File: src/rtl/fetch_pkg.sv
// Shared types and constants for the instruction-fetch PC stage.
package fetch_pkg;

  typedef enum logic [1:0] {
    S_REQ,
    S_WAIT,
    S_HALT
  } state_t;

  localparam logic [31:0] NOP_INST         = 32'h0000_0013;
  localparam logic [31:0] DEFAULT_RESET_PC = 32'h0000_0000;

endpackage

File: src/rtl/fetch_buffer.sv
// One-entry decode buffer: flush beats write, write beats drain.
module fetch_buffer #(
  parameter int unsigned XLEN = 32
) (
  input  logic            clk,
  input  logic            reset,
  input  logic            flush,
  input  logic            write,
  input  logic            drain,
  input  logic [XLEN-1:0] wr_pc,
  input  logic [XLEN-1:0] wr_inst,
  input  logic            wr_misaligned,
  output logic            valid,
  output logic [XLEN-1:0] pc,
  output logic [XLEN-1:0] inst,
  output logic            misaligned
);

  always_ff @(posedge clk) begin
    if (!reset) begin
      valid      <= 1'b0;
      pc         <= '0;
      inst       <= '0;
      misaligned <= 1'b0;
    end else if (flush) begin
      valid <= 1'b0;
    end else if (write) begin
      valid      <= 1'b1;
      pc         <= wr_pc;
      inst       <= wr_inst;
      misaligned <= wr_misaligned;
    end else if (drain) begin
      valid <= 1'b0;
    end
  end

endmodule

File: src/rtl/fetch_pc.sv
// Fetch PC stage: holds the fetch PC, issues one imem request at a time and
// hands instructions to decode through a one-entry buffer.
module fetch_pc
  import fetch_pkg::*;
#(
  parameter int unsigned     XLEN     = 32,
  parameter logic [XLEN-1:0] RESET_PC = XLEN'(DEFAULT_RESET_PC)
) (
  input  logic            clk,
  input  logic            reset,
  input  logic [XLEN-1:0] io_pc_next,
  input  logic            io_redirect,
  output logic [XLEN-1:0] io_pc_pc4,
  output logic            io_imem_req_valid,
  input  logic            io_imem_req_ready,
  output logic [XLEN-1:0] io_imem_req_addr,
  input  logic            io_imem_resp_valid,
  input  logic [XLEN-1:0] io_imem_resp_data,
  output logic            io_if_valid,
  input  logic            io_if_ready,
  output logic [XLEN-1:0] io_if_pc,
  output logic [XLEN-1:0] io_if_inst,
  output logic            io_if_misaligned
);

  state_t          state, state_next;
  logic [XLEN-1:0] pc_reg, pc_nxt;
  logic            kill, kill_next;
  logic            buf_write, buf_drain, buf_free, wr_mis;
  logic [XLEN-1:0] wr_inst;

  assign buf_drain        = io_if_valid && io_if_ready;
  assign buf_free         = !io_if_valid || io_if_ready;
  assign io_pc_pc4        = pc_reg + XLEN'(4);
  assign io_imem_req_addr = pc_reg;

  always_ff @(posedge clk) begin
    if (!reset) begin
      state  <= S_REQ;
      pc_reg <= RESET_PC;
      kill   <= 1'b0;
    end else begin
      state  <= state_next;
      pc_reg <= pc_nxt;
      kill   <= kill_next;
    end
  end

  always_comb begin
    state_next        = state;
    kill_next         = kill;
    pc_nxt            = pc_reg;
    io_imem_req_valid = 1'b0;
    buf_write         = 1'b0;
    wr_inst           = io_imem_resp_data;
    wr_mis            = 1'b0;
    if (io_redirect) begin
      pc_nxt = io_pc_next;
      case (state)
        S_HALT: state_next = S_REQ;
        S_WAIT: begin
          // A response in the redirect cycle is simply dropped; otherwise
          // remember to drop the one still in flight.
          if (io_imem_resp_valid) begin
            state_next = S_REQ;
            kill_next  = 1'b0;
          end else begin
            kill_next = 1'b1;
          end
        end
        default: ;
      endcase
    end else begin
      case (state)
        S_REQ: begin
          if (reset && buf_free) begin
            if (pc_reg[1:0] == 2'b00) begin
              io_imem_req_valid = 1'b1;
              if (io_imem_req_ready) state_next = S_WAIT;
            end else begin
              buf_write  = 1'b1;
              wr_inst    = XLEN'(NOP_INST);
              wr_mis     = 1'b1;
              state_next = S_HALT;
            end
          end
        end
        S_WAIT: begin
          if (io_imem_resp_valid) begin
            state_next = S_REQ;
            if (kill) begin
              kill_next = 1'b0;
            end else begin
              buf_write = 1'b1;
              pc_nxt    = io_pc_next;
            end
          end
        end
        default: ;
      endcase
    end
  end

  fetch_buffer #(.XLEN(XLEN)) u_buffer (
    .clk           (clk),
    .reset         (reset),
    .flush         (io_redirect),
    .write         (buf_write),
    .drain         (buf_drain),
    .wr_pc         (pc_reg),
    .wr_inst       (wr_inst),
    .wr_misaligned (wr_mis),
    .valid         (io_if_valid),
    .pc            (io_if_pc),
    .inst          (io_if_inst),
    .misaligned    (io_if_misaligned)
  );

endmodule

File: config.mk
export PLATFORM = sky130hd
export DESIGN_NAME = fetch_pc
export DESIGN_NICKNAME = d
export VERILOG_FILES = /design/src/rtl/fetch_pkg.sv /design/src/rtl/fetch_buffer.sv /design/src/rtl/fetch_pc.sv
export SDC_FILE = /design/constraint.sdc
export NUM_CORES = 1
export LEC_CHECK = 0
export ABC_AREA = 1
export BUFFER_PORTS_ARGS = -buffer_cell sky130_fd_sc_hd__buf_2
export CAP_MARGIN = 5
export CORE_ASPECT_RATIO = 0.8
export CORE_MARGIN = 10
export CORE_UTILIZATION = 43
export DETAILED_ROUTE_END_ITERATION = 10
export PLACE_DENSITY = 0.76
export SLEW_MARGIN = 10
export SYNTH_ARGS = -nofsm -noshare
export SYNTH_HDL_FRONTEND = slang
export SYNTH_SLANG_ARGS = --single-unit
File: constraint.sdc
create_clock -name clk -period 1.6 [get_ports clk]
set_clock_uncertainty 0.2 [all_clocks]
set_input_delay 0.16 -clock clk [delete_from_list [all_inputs] [get_ports clk]]
set_output_delay 0.16 -clock clk [all_outputs]
set_load 0.02 [all_outputs]
==> impl_metrics.env, run 1 <==
export IMPL_finalWorstSetupSlack_ps=-651
export IMPL_antenna_found_initial=1
export IMPL_drt_iter0_markers=806
export IMPL_synth_top_family_by_area="simple AND/OR/NAND/NOR gates"
export IMPL_grt_total_usage_pct=24.4
export IMPL_slowest_stage="dfxtp_4"
export IMPL_powerDensity_nw_per_um2=789
export IMPL_cp_cell_sequence="clkinvlp_4 > nor3_4 > nand2_2 > nor2_4 > nand2_1 > nand2_1 > nand2_2 > buf_6"
export IMPL_io_pins=201
export IMPL_synthCells=659
export IMPL_io_buffer_count=200
export IMPL_placed_cells=1050
export IMPL_cts_reportedPaths_clkPinSlew_ps=90
export IMPL_pre_cts_ws_ps=-243
export IMPL_synth_distinct_cells=29
export IMPL_gp_congestion=0.924
export IMPL_worst_pin_slew_ps=507
export IMPL_cts_root_buf="clkbuf_16"
export IMPL_drv_slew=0
export IMPL_final_nets=1088
export IMPL_drive_gt1_share_pct=56.7
export IMPL_hp_class="in -> reg"
export IMPL_synth_compound_area_share_pct=11.8
export IMPL_worstSetupEndpointType="output port"
export IMPL_grt_max_degree=44
export IMPL_crit_arrival_ps=1890
export IMPL_core_area_um2=10400
export IMPL_dpl_hpwl_um=13000
export IMPL_critPathKind="reg -> out"
export IMPL_num_fill_cells=493
export IMPL_drc=0
export IMPL_setup_viol=106
export IMPL_drv_cap=0
export IMPL_dieArea_um2=15300
export IMPL_synth_top_area_cell="dfxtp_1"
export IMPL_rrSetupSlack_ps=-300
export IMPL_syn_cell_area_um2=4610
export IMPL_vias=6691
export IMPL_critical_path_startpoint_type="flip-flop"
export IMPL_clock_latency_ps=370
export IMPL_fin_util_pct=87.0
export IMPL_yosysSeqAreaShare_pct=43.9
export IMPL_syn_num_nets=730
export IMPL_ys_ff_latch=101
export IMPL_die_y_um=113
export IMPL_synth_warnings=0
export IMPL_areaGrowthSynthToFinish_pct=95.6
export IMPL_grt_pass1_wl_um=30500
export IMPL_ant_nets=0
export IMPL_power_leakage_uw=0.00415
export IMPL_synth_xor_area_share_pct=3.23
export IMPL_synth_simple_gate_area_share_pct=32.4
export IMPL_htreeDepth=3
export IMPL_synth_top_area_share_pct=43.9
export IMPL_rsz0062_at_grt="yes"
export IMPL_die_w_um=136
export IMPL_wl_per_cell_um=22.7
export IMPL_start_util_pct=44.5
export IMPL_vdd_drop_max_mv=0.862
export IMPL_violations="negative setup slack"
export IMPL_first_pass_iters=6
export IMPL_total_power_uw=7120
export IMPL_via_per_inst=5.75
export IMPL_wl_um=26300
export IMPL_cts_tree="yes"
export IMPL_hold_ws_ps=56.4
export IMPL_first_global_vias=5850
export IMPL_hold_violations=0
export IMPL_grt_overflow=0
export IMPL_cts_buffers=9
export IMPL_status="complete, but fails checks"
export IMPL_required_ps=1240
export IMPL_min_period_ps=2250
export IMPL_muxShareOfSynthArea_pct=0
export IMPL_maxSlewHeadroom_pct=66.2
export IMPL_post_route_period_util_pct=141
export IMPL_worstPathMaxFanout=4
export IMPL_avgSynthCellArea_um2=6.99
export IMPL_cts_sinks=101
export IMPL_rows=33
export IMPL_synth_adder_area_share_pct=0.271
export IMPL_finalNonFillerCells=1163
export IMPL_synth_area_leaders="dfxtp_1 44%, nand2_1 11%, nor2_1 9.0%"
export IMPL_max_clock_freq_ghz=0.444
export IMPL_clockBufferDepth=2
export IMPL_cpPeakStageDelay_ps=370
==> cell usage in the layout (no fill, tap or decap), drive strengths merged <==
| master | instances |
|---|---|
| buf | 308 |
| nand2 | 137 |
| nor2 | 117 |
| dfxtp | 101 |
| nand3 | 78 |
| dlygate4sd3 | 66 |
| a21oi | 65 |
| inv | 51 |
| o21ai | 38 |
| clkbuf | 18 |
| xor2 | 17 |
| nor3 | 10 |
| nand4 | 4 |
| clkinv | 3 |
| clkinvlp | 2 |
| bufinv | 2 |
| diode | 1 |
| nor4 | 1 |
| o211ai | 1 |
| nand3b | 1 |
| a211oi | 1 |
| ha | 1 |
==> cells by family (layout without fill, tap and decap cells) <==
logic type                 Yosys count  count (layout)
and+or+nand+nor                    348             348
AOI/OAI and AO/OA                  105             105
DFF                                101             101
buffers and inverters               87             450
xor gates and xnor gates            17              17
adders and majority gates            1               1
other                                0               1
==> area by class of cell <==
| cell class | instances | area, um2 | share of cell area [%] |
|---|---|---|---|
| antenna | 1 | 2.50 | 0.0278 |
| multi-input combinational | 471 | 3240 | 35.9 |
| timing repair buffer | 383 | 2990 | 33.2 |
| clock inverter | 7 | 97.6 | 1.08 |
| sequential | 101 | 2080 | 23.1 |
| clock buffer | 9 | 225 | 2.50 |
| inverter | 51 | 205 | 2.28 |
| tap | 140 | 175 | 1.94 |
==> synthesized netlist by cell type <==
master,instances
xor2_1,17
a21oi_4,1
o21ai_1,5
buf_1,3
buf_6,5
nand3_2,3
ha_1,1
nor2_4,2
nand3b_1,1
clkbuf_1,12
nand2_1,136
nand2_4,1
nand3_4,1
nor2_1,110
dfxtp_1,101
inv_2,1
clkinv_1,2
a211oi_1,1
nor4_1,1
nand3_1,74
buf_4,2
inv_1,48
o211ai_1,1
nand4_1,4
buf_2,14
nor3_1,10
o21ai_0,33
nor2_2,5
a21oi_1,64
==> metal layers <==
metal | vias up | track usage, % | share of wire, %
met2 | 556 | 40.7 | 49
met4 | 0 | 11.3 | 7.1
met3 | 179 | 7.53 | 10
met1 | 3116 | 27.9 | 34
met5 | - | 0 | 0
li1 | 2840 | - | -
==> path summary, 6_finish.rpt <==
kind / start / to / cells after the start
hold reg to reg: u_buffer.inst[8]$_SDFFE_PN0P_ / u_buffer.inst[8]$_SDFFE_PN0P_ / 2
setup reg to reg: state[0]$_SDFFE_PN0P_ / u_buffer.inst[26]$_SDFFE_PN0P_ / 7
hold / removal: io_imem_req_ready / state[0]$_SDFFE_PN0P_ / 4
setup / recovery: io_imem_req_addr[9]$_SDFFE_PN0P_ / io_pc_pc4[19] / 8
==> stage by stage <==
stage / setup TNS (ps) / area (um2)
2_1_floorplan: -552 / 4800
3_3_place_gp: -2380 / 6500
3_5_place_dp: -2630 / 6500
4_1_cts: -10800 / 7840
5_1_grt: -31500 / 9010
6_report: -26370 / 9010
==> report_power, final <==
group | switching, uW | internal [uW] | total [uW]
registers | 141 | 2650 | 2790
clock network | 1060 | 1380 | 2450
logic | 1080 | 801 | 1880
==> worst max-delay path, delay by kind of cell, from the launching register on <==
family | cells | cell delay [ps]
and+or+nand+nor | 6 | 860
DFF | 1 | 370
buffers and inverters | 2 | 290
==> timing repair <==
item / 4_1_cts / 5_1_grt
cloned: 1 / 9
pin swaps: 30 / 89
setup buffers: 12 / 11
hold endpoints to repair: 67 / 0
setup endpoints to repair: 30 / 100
resized for setup: 87 / 234
hold buffers: 66 / 0
(Power assumes the default switching activity.)
==> run 2, diff against run 1 <==
- ABC_AREA: 1 -> unset
- CORE_UTILIZATION: 43 -> 42
- RECOVER_POWER: unset -> 100
==> run 2 against run 1 <==
The flow still finishes with violations (negative setup slack); die area down 2.1%; fmax is 6.8% lower; clock-buffer cell count grew 1; largest power group unchanged.
==> impl_metrics.env, run 2 <==
export IMPL_synthCells=536
export IMPL_min_period_ps=2410
export IMPL_synth_ff_type="dfxtp_1"
export IMPL_pre_cts_ws_ps=-474
export IMPL_rows=33
export IMPL_synth_area_leaders="dfxtp_1 46%, nand2_1 14%, mux2i_1 7.3%"
export IMPL_yosys_top_cells_count="168 x nand2_1, 101 x dfxtp_1, 35 x a21oi_1, 32 x mux2i_1, 32 x nand4_1"
export IMPL_final_nets=938
export IMPL_die_w_um=134
export IMPL_crit_arrival_ps=2050
export IMPL_vias=5502
export IMPL_final_cell_mix="132 x nand2_1, 96 x clkbuf_1, 78 x dfxtp_1"
export IMPL_synth_async_sr_flop_share_pct=0
export IMPL_finalWorstSetupSlack_ps=-815
export IMPL_p_sw_share_pct=29.2
export IMPL_via_per_inst=5.41
export IMPL_htreeDepth=3
export IMPL_hp_class="in -> reg"
export IMPL_grt_overflow=0
export IMPL_first_global_vias=5725
export IMPL_synth_distinct_cells=40
export IMPL_areaGrowthSynthToFinish_pct=94.7
export IMPL_synth_edf_count=0
export IMPL_grt_total_usage_pct=24.4
export IMPL_setup_tns_ps=-40530
export IMPL_io_buffer_count=200
export IMPL_dpl_hpwl_um=11500
export IMPL_drive_gt1_share_pct=44.3
export IMPL_dieArea_um2=15000
export IMPL_synth_top_area_cell="dfxtp_1"
export IMPL_maxSlewHeadroom_pct=57.1
export IMPL_regArea_um2=2080
export IMPL_grt_pass1_wl_um=30000
export IMPL_num_fill_cells=619
export IMPL_gp_congestion=0.841
export IMPL_synth_most_common_cell="nand2_1"
export IMPL_power_leakage_uw=0.00374
export IMPL_avgSynthCellArea_um2=8.19
export IMPL_max_clock_freq_ghz=0.414
export IMPL_grt_max_degree=68
export IMPL_synth_warnings=0
export IMPL_antenna_found_initial=5
export IMPL_hold_violations=0
export IMPL_required_ps=1240
export IMPL_critPathKind="reg -> out"
export IMPL_pwr_share_seq_pct=42.1
export IMPL_ys_ff_latch=101
export IMPL_final_area_um2=8550
export IMPL_cts_tree="yes"
export IMPL_first_pass_iters=5
export IMPL_rsz0062_at_grt="yes"
export IMPL_critical_path_startpoint_type="flip-flop"
export IMPL_yosysSeqAreaShare_pct=46.0
export IMPL_wl_per_cell_um=21.1
export IMPL_wl_um=21400
export IMPL_synth_top_area_share_pct=46.0
export IMPL_cts_reportedPaths_clkPinSlew_ps=70
export IMPL_vdd_drop_max_mv=0.565
export IMPL_worst_pin_slew_ps=643
export IMPL_core_area_um2=10200
export IMPL_power_frac_clock_pct=35.5
export IMPL_setup_viol=124
export IMPL_clock_latency_ps=340
export IMPL_cts_buffers=9
export IMPL_worstSetupEndpointType="output port"
export IMPL_post_dp_cell_area_um2=6330
export IMPL_internal_power_uw=4440
export IMPL_power_switching_uw=1840
export IMPL_ant_nets=0
export IMPL_syn_cell_area_um2=4390
export IMPL_drc=0
export IMPL_drv_cap=0
export IMPL_comb_power_share_pct=22.4
export IMPL_die_y_um=111
export IMPL_start_util_pct=42.9
export IMPL_cts_root_buf="clkbuf_16"
export IMPL_violations="negative setup slack"
export IMPL_status="complete, but fails checks"
export IMPL_io_pins=201
export IMPL_post_route_period_util_pct=151
export IMPL_drv_slew=0
export IMPL_clockBufferDepth=2
export IMPL_cts_sinks=101
export IMPL_syn_num_nets=607
export IMPL_drt_iter0_markers=366
export IMPL_worstPathMaxFanout=7
export IMPL_powerDensity_nw_per_um2=734
export IMPL_multi_input_area_um2=3100
export IMPL_mostFrequentLayoutCell="nand2_1"
-- run 2: cell types whose count changed in the layout (fill, tap and decap cells not counted), moves of 32 or more --
cell / delta
buf_2: -104
nor2_1: -41
clkbuf_1: +96
buf_4: -32
inv_1: -36
nor2_2: -44
nand3_1: -39
a21oi_1: -34
nand2_1: +45
-- run 2: worst max-delay path: stages (launching register included) --
cell,delay [ps]
dfxtp_4,370
nand3_4,80
or4_4,560
buf_12,180
nor3_4,200
xor2_2,180
buf_6,140
-- run 2: kinds of logic (layout without fill, tap and decap cells) --
group           Yosys count  count (layout)  share of synthesized area [%]
simple gates            249             249                           26.6
flops                   101             101                           46.0
compound gates           72              72                           8.95
buf+inv                  53             389                           5.30
mux                      32              32                           7.29
xor+xnor                 28              28                           5.58
fa+ha+maj                 1               1                          0.285
other cells               0               5                              0
-- run 2: worst paths after layout --
kind	to	slack (ps)	depth (start not counted)	startpoint
max reg2reg	u_buffer.pc[18]$_SDFFE_PN0P_	-470	6	u_buffer.valid$_SDFFE_PP0P_
max	io_pc_pc4[25]	-810	6	io_imem_req_addr[20]$_SDFFE_PN0P_
min reg2reg	u_buffer.inst[14]$_SDFFE_PN0P_	260	2	u_buffer.inst[14]$_SDFFE_PN0P_
min	kill$_SDFFE_PN0P_	60	3	io_redirect
-- run 2: power by group through the flow --
stage,Clock (uW),Combinational (uW),Sequential (uW)
floorplan,0,412,2810
global placement,0,900,2680
detailed placement,0,917,2690
CTS,2240,1190,2630
global route,2370,1470,2650
finish,2230,1410,2640
-- run 2: through the flow --
| step | util, % | total power, uW | instances | hold slack, ps |
|---|---|---|---|---|
| global placement | 61.9 | 3580 | 895 | 195 |
| finish | 83.5 | 6280 | 1017 | 64.5 |
| floorplan | - | 3220 | 536 | 79.1 |
| global route | 83.5 | 6490 | 1017 | 85.2 |
| CTS | 78.0 | 6070 | 1001 | 1.60 |
| detailed placement | 61.9 | 3600 | 895 | 199 |
-- run 2: layout make-up --
class / count / share of cell area (%)
diodes: 5 / 0.146
clock buffers: 10 / 2.68
clock inverters: 6 / 0.805
inverters: 8 / 0.351
multi-input cells: 382 / 36.3
flip-flops and latches: 101 / 24.3
well taps: 140 / 2.05
repair buffers: 365 / 33.4
-- run 2: timing repair --
item | in CTS | in global routing
pin swaps | 27 | 56
hold endpoints to repair | 66 | 0
setup endpoints to repair | 125 | 126
buffers inserted | 15 | 13
cloned | 9 | 6
hold buffers | 66 | 0
gates resized for setup | 96 | 142
-- run 2: metal layers --
metal | global-route usage [%] | vias up | routed length (um)
met5 | 0 | - | 0
met4 | 12.7 | 0 | 1160
met3 | 6.51 | 97 | 1730
met2 | 42.7 | 324 | 10900
met1 | 26.5 | 2599 | 7670
li1 | - | 2482 | -
